[config.mk]
export PLATFORM = sky130hd
export DESIGN_NAME = pipe_stall_ctrl_flat
export DESIGN_NICKNAME = d
export VERILOG_FILES = /design/src/rtl/pipe_stall_ctrl_if.sv /design/src/rtl/pipe_stall_ctrl.sv /design/src/flat_wrapper.sv
export SDC_FILE = /design/constraint.sdc
export NUM_CORES = 1
export LEC_CHECK = 0
export ABC_AREA = 0
export CORE_MARGIN = 4
export CORE_UTILIZATION = 30
export DETAILED_ROUTE_END_ITERATION = 10
export PLACE_DENSITY = 0.81
export SYNTH_ARGS = -nofsm -noshare
export SYNTH_HDL_FRONTEND = slang
export SYNTH_SLANG_ARGS = --single-unit
export TNS_END_PERCENT = 50
[constraint.sdc]
create_clock -name clk -period 4.1 [get_ports clk]
set_clock_uncertainty 0.05 [all_clocks]
set_input_delay 0.615 -clock clk [delete_from_list [all_inputs] [get_ports clk]]
set_output_delay 0.615 -clock clk [all_outputs]
set_load 0.05 [all_outputs]
[src/rtl/pipe_stall_ctrl_if.sv]
// Stall controller bundle: hazard requests and multi-cycle
// EX controls in, stall vector, status and perf counters out.
interface pipe_stall_ctrl_if;
   logic        stallreq_from_id;
   logic        stallreq_from_ex;
   logic        ex_mc_start;
   logic [3:0]  ex_mc_cycles;
   logic        ex_mc_annul;
   logic        perf_clr;
   logic [5:0]  stall;
   logic        mc_busy;
   logic        mc_done;
   logic [31:0] stall_cycles;
   logic [15:0] mc_ops;

   modport master (
      output stallreq_from_id,
      output stallreq_from_ex,
      output ex_mc_start,
      output ex_mc_cycles,
      output ex_mc_annul,
      output perf_clr,
      input  stall,
      input  mc_busy,
      input  mc_done,
      input  stall_cycles,
      input  mc_ops
   );

   modport slave (
      input  stallreq_from_id,
      input  stallreq_from_ex,
      input  ex_mc_start,
      input  ex_mc_cycles,
      input  ex_mc_annul,
      input  perf_clr,
      output stall,
      output mc_busy,
      output mc_done,
      output stall_cycles,
      output mc_ops
   );
endinterface

[src/rtl/pipe_stall_ctrl.sv]
// Five-stage pipeline stall controller with multi-cycle EX countdown.
// Define STALL_PERF_CNT_EN to build the stall/op performance counters.
module pipe_stall_ctrl (
   input  logic             clk,
   input  logic             rst,
   pipe_stall_ctrl_if.slave bus
);

   typedef enum logic {
      IDLE = 1'b0,
      BUSY = 1'b1
   } state_t;

   state_t     state;
   state_t     state_nx;
   logic [3:0] cnt;
   logic [3:0] cnt_nx;
   logic       done_q;
   logic       done_nx;
   logic       start_q;
   logic       mc_term;
   logic       ex_req;
   logic       hold_ex;
   logic       hold_id;
   logic [5:0] stall;

   assign start_q = bus.ex_mc_start
                  & ~bus.ex_mc_annul
                  & (state == IDLE)
                  & (bus.ex_mc_cycles >= 4'd2);

   assign mc_term = start_q
                  | ((state == BUSY) & ~bus.ex_mc_annul);

   assign ex_req = bus.stallreq_from_ex | mc_term;

   // EX outranks ID; reset low masks every hold request
   assign hold_ex = rst & ex_req;
   assign hold_id = rst & ~ex_req & bus.stallreq_from_id;

   always_comb begin
      stall = 6'b000000;
      unique case (1'b1)
         hold_ex: stall = 6'b001111;
         hold_id: stall = 6'b000111;
         default: stall = 6'b000000;
      endcase
   end

   always_comb begin
      state_nx = state;
      cnt_nx   = cnt;
      done_nx  = 1'b0;
      unique case (state)
         IDLE: begin
            if (start_q) begin
               if (bus.ex_mc_cycles == 4'd2) begin
                  done_nx = 1'b1;
               end else begin
                  state_nx = BUSY;
                  cnt_nx   = bus.ex_mc_cycles - 4'd2;
               end
            end
         end
         BUSY: begin
            if (bus.ex_mc_annul) begin
               state_nx = IDLE;
               cnt_nx   = 4'd0;
            end else if (cnt == 4'd1) begin
               state_nx = IDLE;
               cnt_nx   = 4'd0;
               done_nx  = 1'b1;
            end else begin
               cnt_nx = cnt - 4'd1;
            end
         end
         default: begin
            state_nx = IDLE;
            cnt_nx   = 4'd0;
         end
      endcase
   end

   always_ff @(posedge clk or negedge rst) begin
      if (!rst) begin
         state  <= IDLE;
         cnt    <= 4'd0;
         done_q <= 1'b0;
      end else begin
         state  <= state_nx;
         cnt    <= cnt_nx;
         done_q <= done_nx;
      end
   end

   assign bus.stall   = stall;
   assign bus.mc_busy = (state == BUSY);
   assign bus.mc_done = done_q;

`ifdef STALL_PERF_CNT_EN
   logic [31:0] stall_cnt;
   logic [15:0] ops_cnt;

   // Both counters stick at all-ones rather than wrap
   always_ff @(posedge clk or negedge rst) begin
      if (!rst) begin
         stall_cnt <= 32'd0;
         ops_cnt   <= 16'd0;
      end else if (bus.perf_clr) begin
         stall_cnt <= 32'd0;
         ops_cnt   <= 16'd0;
      end else begin
         if (stall[0] && (stall_cnt != 32'hFFFF_FFFF))
            stall_cnt <= stall_cnt + 32'd1;
         if (done_q && (ops_cnt != 16'hFFFF))
            ops_cnt <= ops_cnt + 16'd1;
      end
   end

   assign bus.stall_cycles = stall_cnt;
   assign bus.mc_ops       = ops_cnt;
`else
   assign bus.stall_cycles = 32'd0;
   assign bus.mc_ops       = 16'd0;
`endif

endmodule
[src/flat_wrapper.sv]
// flat-port wrapper written by rule: the top's interface ports become plain ports
module pipe_stall_ctrl_flat 
  (clk, rst, bus_stallreq_from_id, bus_stallreq_from_ex, bus_ex_mc_start, bus_ex_mc_cycles, bus_ex_mc_annul, bus_perf_clr, bus_stall, bus_mc_busy, bus_mc_done, bus_stall_cycles, bus_mc_ops);
  pipe_stall_ctrl_if bus_i ();
  input  logic clk;
  input  logic rst;
  input wire logic [$bits(bus_i.stallreq_from_id)-1:0] bus_stallreq_from_id;
  input wire logic [$bits(bus_i.stallreq_from_ex)-1:0] bus_stallreq_from_ex;
  input wire logic [$bits(bus_i.ex_mc_start)-1:0] bus_ex_mc_start;
  input wire logic [$bits(bus_i.ex_mc_cycles)-1:0] bus_ex_mc_cycles;
  input wire logic [$bits(bus_i.ex_mc_annul)-1:0] bus_ex_mc_annul;
  input wire logic [$bits(bus_i.perf_clr)-1:0] bus_perf_clr;
  output wire logic [$bits(bus_i.stall)-1:0] bus_stall;
  output wire logic [$bits(bus_i.mc_busy)-1:0] bus_mc_busy;
  output wire logic [$bits(bus_i.mc_done)-1:0] bus_mc_done;
  output wire logic [$bits(bus_i.stall_cycles)-1:0] bus_stall_cycles;
  output wire logic [$bits(bus_i.mc_ops)-1:0] bus_mc_ops;
  assign bus_i.stallreq_from_id = bus_stallreq_from_id;
  assign bus_i.stallreq_from_ex = bus_stallreq_from_ex;
  assign bus_i.ex_mc_start = bus_ex_mc_start;
  assign bus_i.ex_mc_cycles = bus_ex_mc_cycles;
  assign bus_i.ex_mc_annul = bus_ex_mc_annul;
  assign bus_i.perf_clr = bus_perf_clr;
  assign bus_stall = bus_i.stall;
  assign bus_mc_busy = bus_i.mc_busy;
  assign bus_mc_done = bus_i.mc_done;
  assign bus_stall_cycles = bus_i.stall_cycles;
  assign bus_mc_ops = bus_i.mc_ops;
  pipe_stall_ctrl u_core (.clk(clk), .rst(rst), .bus(bus_i));
endmodule
==> Word level (Yosys, flattened, before mapping) <==
Cells that the tools add are included.
W data, S select, Z words.
{ "word_totals": {"regBits": 6, "out_inout_bits": 56} }
{ "classes": {"reduce_logical": 1, "n_bitwise": 12, "mux": 16, "add_sub_neg": 2, "eq_ne": 4, "magnitude_cmp": 1} }
{ "ops": {"columns": ["operator", "n"], "rows": [
  ["$mux W4", 4],
  ["$pmux W4 S2", 2],
  ["$mux W1", 8],
  ["$and A1 B1 Y1", 7],
  ["$eq A4 B1 Y1 const B", 1],
  ["$eq A4 B2 Y1 const B", 1],
  ["$ge A4 B2 Y1 const B", 1],
  ["$pmux W1 S2", 2],
  ["$sub A4 B1 Y4 const B", 1],
  ["$sub A4 B2 Y4 const B", 1],
  ["$not A1 Y1", 3],
  ["$ne A2 B1 Y1 const B", 1],
  ["$ne A2 B2 Y1 const B", 1],
  ["$or A1 B1 Y1", 2],
  ["$reduce_and A2 Y1", 1]
]} }

==> Longest topological paths before layout <==
{ "depth": {"word_depth": 10, "ltp_mapped": 6, "ltp_nobuf": 6} }

==> Least setup slack after synthesis <==
OpenSTA, ideal clock, no wires.
{ "synth_path": {"path_type": "reg2out", "start": "register u_core.state (netlist: u_core.bus.mc_busy)", "end": "output bus_stall[1]", "path_buffers": 1, "path_slack_ps": 1099, "path_stages_with_launch": 6, "required_time_ps": 3435, "arrival_ps": 2336, "cell_sequence": "dfrtp_1 nor3b_2 o31a_1 o31a_1 a21o_1 buf_4"} }
{ "synth_via": {"elab_chain_cells": 9, "elab_cells_between_ends": 11, "classes_between": "1 x mux; 10 x bitwise"} }
{ "synth_rtl": {"columns": ["item", "line_no", "source"], "rows": [
  ["start: declaration", "pipe_stall_ctrl.sv:14", "state_t state;"],
  ["start signal: assignment", "pipe_stall_ctrl.sv:90", "state <= state_nx;"],
  ["$not A1 Y1", "pipe_stall_ctrl.sv:29", "& (state == IDLE)"],
  ["$and A1 B1 Y1", "pipe_stall_ctrl.sv:29", null],
  ["$and A1 B1 Y1", "pipe_stall_ctrl.sv:30", "& (bus.ex_mc_cycles >= 4'd2);"],
  ["$or A1 B1 Y1 (*)", "pipe_stall_ctrl.sv:33", "| ((state == BUSY) & ~bus.ex_mc_annul);"],
  ["$or A1 B1 Y1 (*)", "pipe_stall_ctrl.sv:35", "assign ex_req = bus.stallreq_from_ex | mc_term;"],
  ["$not A1 Y1", "pipe_stall_ctrl.sv:39", "assign hold_id = rst & ~ex_req & bus.stallreq_from_id;"],
  ["$and A1 B1 Y1 (2 in a row)", "pipe_stall_ctrl.sv:39", null],
  ["$pmux W4 S2 (*)", "pipe_stall_ctrl.sv:43", "unique case (1'b1)"],
  ["end: declaration", "flat_wrapper.sv:13", "output wire logic [$bits(bus_i.stall)-1:0] bus_stall;"]
]} }
Mark *: on every way between the ends. The rest lies on a longest branch, timed or not.

==> Final worst setup path <==
{ "layout_path": {"start": "input bus_ex_mc_annul", "end": "output bus_stall[1]"} }
{ "layout_via": {"elab_chain_cells": 10, "elab_cells_between_ends": 12, "classes_between": "1 x mux; 11 x bitwise"} }
{ "layout_rtl": {"columns": ["item", "line_no", "source"], "rows": [
  ["start: declaration", "flat_wrapper.sv:11", "input wire logic [$bits(bus_i.ex_mc_annul)-1:0] bus_ex_mc_annul;"],
  ["$not A1 Y1 (*)", "pipe_stall_ctrl.sv:28, pipe_stall_ctrl.sv:33", null],
  ["$and A1 B1 Y1", "pipe_stall_ctrl.sv:28", "& ~bus.ex_mc_annul"],
  ["$and A1 B1 Y1", "pipe_stall_ctrl.sv:29", null],
  ["$and A1 B1 Y1", "pipe_stall_ctrl.sv:30", null],
  ["$or A1 B1 Y1 (*)", "pipe_stall_ctrl.sv:33", null],
  ["$or A1 B1 Y1 (*)", "pipe_stall_ctrl.sv:35", null],
  ["$not A1 Y1", "pipe_stall_ctrl.sv:39", null],
  ["$and A1 B1 Y1 (2 in a row)", "pipe_stall_ctrl.sv:39", null],
  ["$pmux W4 S2 (*)", "pipe_stall_ctrl.sv:43", null]
]} }
Marked as above.

==> impl_results.md <==
- Die Wd: 59.8 um
- Starting density of the core: 31.9%
- Share of cells above drive strength 1: 6.19%
- Commonest non-fill, non-tap cell in the layout: conb_1
- Cell variety after synth: 24
- Pre-CTS WS: 0.792 ns
- Top cell type's share of synthesized area: 48.4%
- Filler Cells Inserted: 281
- Leakage: 0.427 nW
- Vias per inst: 3.68
- Cell taking the most area after synthesis: buf_4
- Synth top area cells: buf_4 (48%), dfrtp_1 (19%), ha_1 (4.7%)
- Hold Path Origin: u_core.cnt[3]
- Detailed Route Iter0 Violations: 4
- Least-Margin Pin Slew: 0.504 ns
- Flop pwr share: 25.7%
- Clock network power share: 15.2%
- Peak VDD IR: 0.187 mV
- Syn Inst Count: 98
- CTS tree: done
- Residual DRC: 0
- Post-DP HPWL: 1120 um
- Cell area after synthesis: 806 um^2
- Pwr Density: 466 nW/um^2
- Reg-to-Reg Start: u_core.bus.mc_busy
- Row count: 18
- Clk slew on worst S/H paths: 0.05 ns
- Final setup viols: 0
- Setup tns final: 0 ns
- Input/output buffers: 15
- Number of synthesized register bits: 6
- Hold crit path type: reg -> reg
- Final worst slack: 0.802 ns
- Core Box Area: 2520 um^2
- Die area: 3580 um^2
- Worst rel slew slack: 66.3%
- Initial antenna violation count: 0
- Vias in the first global route: 443
- Post-DRT Antenna Nets: 0
- RePlAce Congestion: 0.816
- CP Capture Type: primary output
- Net Sw Frac: 56.0%
- Maximum fanout along the worst path: 4
- Root Driver: clkbuf_4
- Slew Limit Fails: 0
- Drt wl/cell: 9.11 um
- Die Height: 59.8 um
- Outcome: completed
- CP required: 3.43 ns
- Most frequent cells in the layout: conb_1 (50), clkdlybuf4s50_1 (15), inv_1 (6), nor2_1 (6), dfrtp_1 (6)
- Initial DRT Pass Iterations: 4
- Worst skew pair latency: 0.25 ns
- CTS Buffer Depth: 2
- Mapped Avg Cell Area: 8.22 um^2
- Hold Violations, Final: 0
- Total number of vias: 526
- Clk sinks: 6
- Sequential fraction of the synthesis area: 18.6%
- Synth Warn #: 0
- Crit path launch type: input port
- NetSw: 0.000211 W
- First-pass GRT wire length: 1900 um
- Internal power: 0.000166 W
- Period utilization: 80.4%
- Drt total wl: 1300 um
- Boundary pin count: 67
- FF+latch area: 150 um^2
- Reg2reg path depth: 4
- Min cycle time layout: 3.30 ns
- Combinational power share: 59.2%
- Worst EP arrival: 2.63 ns
- Setup Buffers After CTS: 0
- Worst hold stages: 1
- Multi-input logic area: 427 um^2
- Number of CTS-inserted buffers: 3
- Max Cap Violations: 0
- N_diodes: 0
- R2R Setup Slk: 2.65 ns
- R2R Path End: u_core.cnt[0]
- Global route overflow: 0
- Nets: 129
- CTS H-tree depth: 1
- Synth-to-Final Area Change: 0.466%
- Endpoint, Worst Hold: u_core.cnt[3]
- RSZ-0062 raised after global routing: no
- Setup Crit Path Kind: in -> out
- Max Clk Rate: 303 MHz
- Total GRT Usage: 7.08%
- # hold bufs at CTS: 0
- Post_cts resized: 0
- Largest net degree at the start of global routing: 9
-- Yosys cell counts --
cell	count
buf_4	52
dfrtp_1	6
inv_1	6
nor2_1	6
ha_1	3
o21ai_0	3
a21oi_1	2
nand2_1	2
o22ai_1	2
o31a_1	2
a211o_1	1
a21o_1	1
a21oi_2	1
a221oi_1	1
a22o_2	1
a41oi_1	1
conb_1	1
mux2_4	1
mux2i_1	1
nand2b_1	1
nor3_1	1
nor3b_2	1
nor4_1	1
xnor2_1	1
-- layout make-up --
type	instances	share of cell area, %
multi-input combinational	83	52.7
inverter	6	2.78
timing repair buffer	15	18.5
tap	30	4.64
clock buffer	3	2.78
sequential	6	18.5
-- layer usage --
metal	track usage (%)	vias up	share of wire, %
met5	0	-	0
met4	5.70	0	1.8
met3	1.08	3	13
met2	10.2	39	48
met1	9.22	235	37
li1	-	249	-
-- how the worst max path moves through the flow --
stage,startpoint,to,slack (ns),depth (start not counted)
2_1_floorplan,u_core.bus.mc_busy,bus_stall[1],1.10,5
5_1_grt,bus_ex_mc_annul,bus_stall[1],0.71,6
3_3_place_gp,bus_ex_mc_annul,bus_stall[1],0.79,6
4_1_cts,bus_ex_mc_annul,bus_stall[1],0.78,6
6_report,bus_ex_mc_annul,bus_stall[1],0.80,6
3_5_place_dp,bus_ex_mc_annul,bus_stall[1],0.79,6
-- worst max-delay path, stage by stage --
cell	delay, ns
clkdlybuf4s50_1	0.45
nor3b_2	0.30
o31a_1	0.19
o31a_1	0.15
a21o_1	0.12
clkdlybuf4s50_1	0.81
-- sequential cells by signal, indices dropped and copies added, names as in the netlist --
register	count
u_core.bus.mc_busy	1
u_core.cnt	4
u_core.bus.mc_done	1
-- stage by stage --
step	power, W	hold slack, ns	util [%]	cells	area (um^2)
2_1_floorplan	0.000321	0.269	-	147	990
3_3_place_gp	0.000317	0.499	31.2	140	787
3_5_place_dp	0.000321	0.513	31.2	140	787
4_1_cts	0.000379	0.523	32.1	143	810
5_1_grt	0.000405	0.568	32.1	143	810
6_report	0.000377	0.526	32.1	143	810
-- cell families (layout without fill, tap and decap cells) --
| kind of cell | count (synthesis) | count (layout) | synth area share [%] |
|---|---|---|---|
| XOR/XNOR | 1 | 1 | 1.09 |
| multiplexers | 2 | 2 | 3.11 |
| other | 1 | 50 | 0.465 |
| AO/OA/AOI/OAI | 15 | 15 | 13.4 |
| buffers and inverters | 58 | 24 | 51.2 |
| adder cells (fa/ha/maj) | 3 | 3 | 4.66 |
| AND/OR/NAND/NOR | 12 | 12 | 7.45 |
| flip-flops | 6 | 6 | 18.6 |
-- power by group through the flow --
stage          logic, W  registers (W)  clock network [W]
2_1_floorplan  0.000220       0.000101                  0
3_3_place_gp   0.000220      0.0000968                  0
3_5_place_dp   0.000223      0.0000980                  0
4_1_cts        0.000223      0.0000971          0.0000587
5_1_grt        0.000240       0.000101          0.0000632
6_report       0.000223      0.0000968          0.0000572
Note: power is estimated with default switching activity, not from simulation.
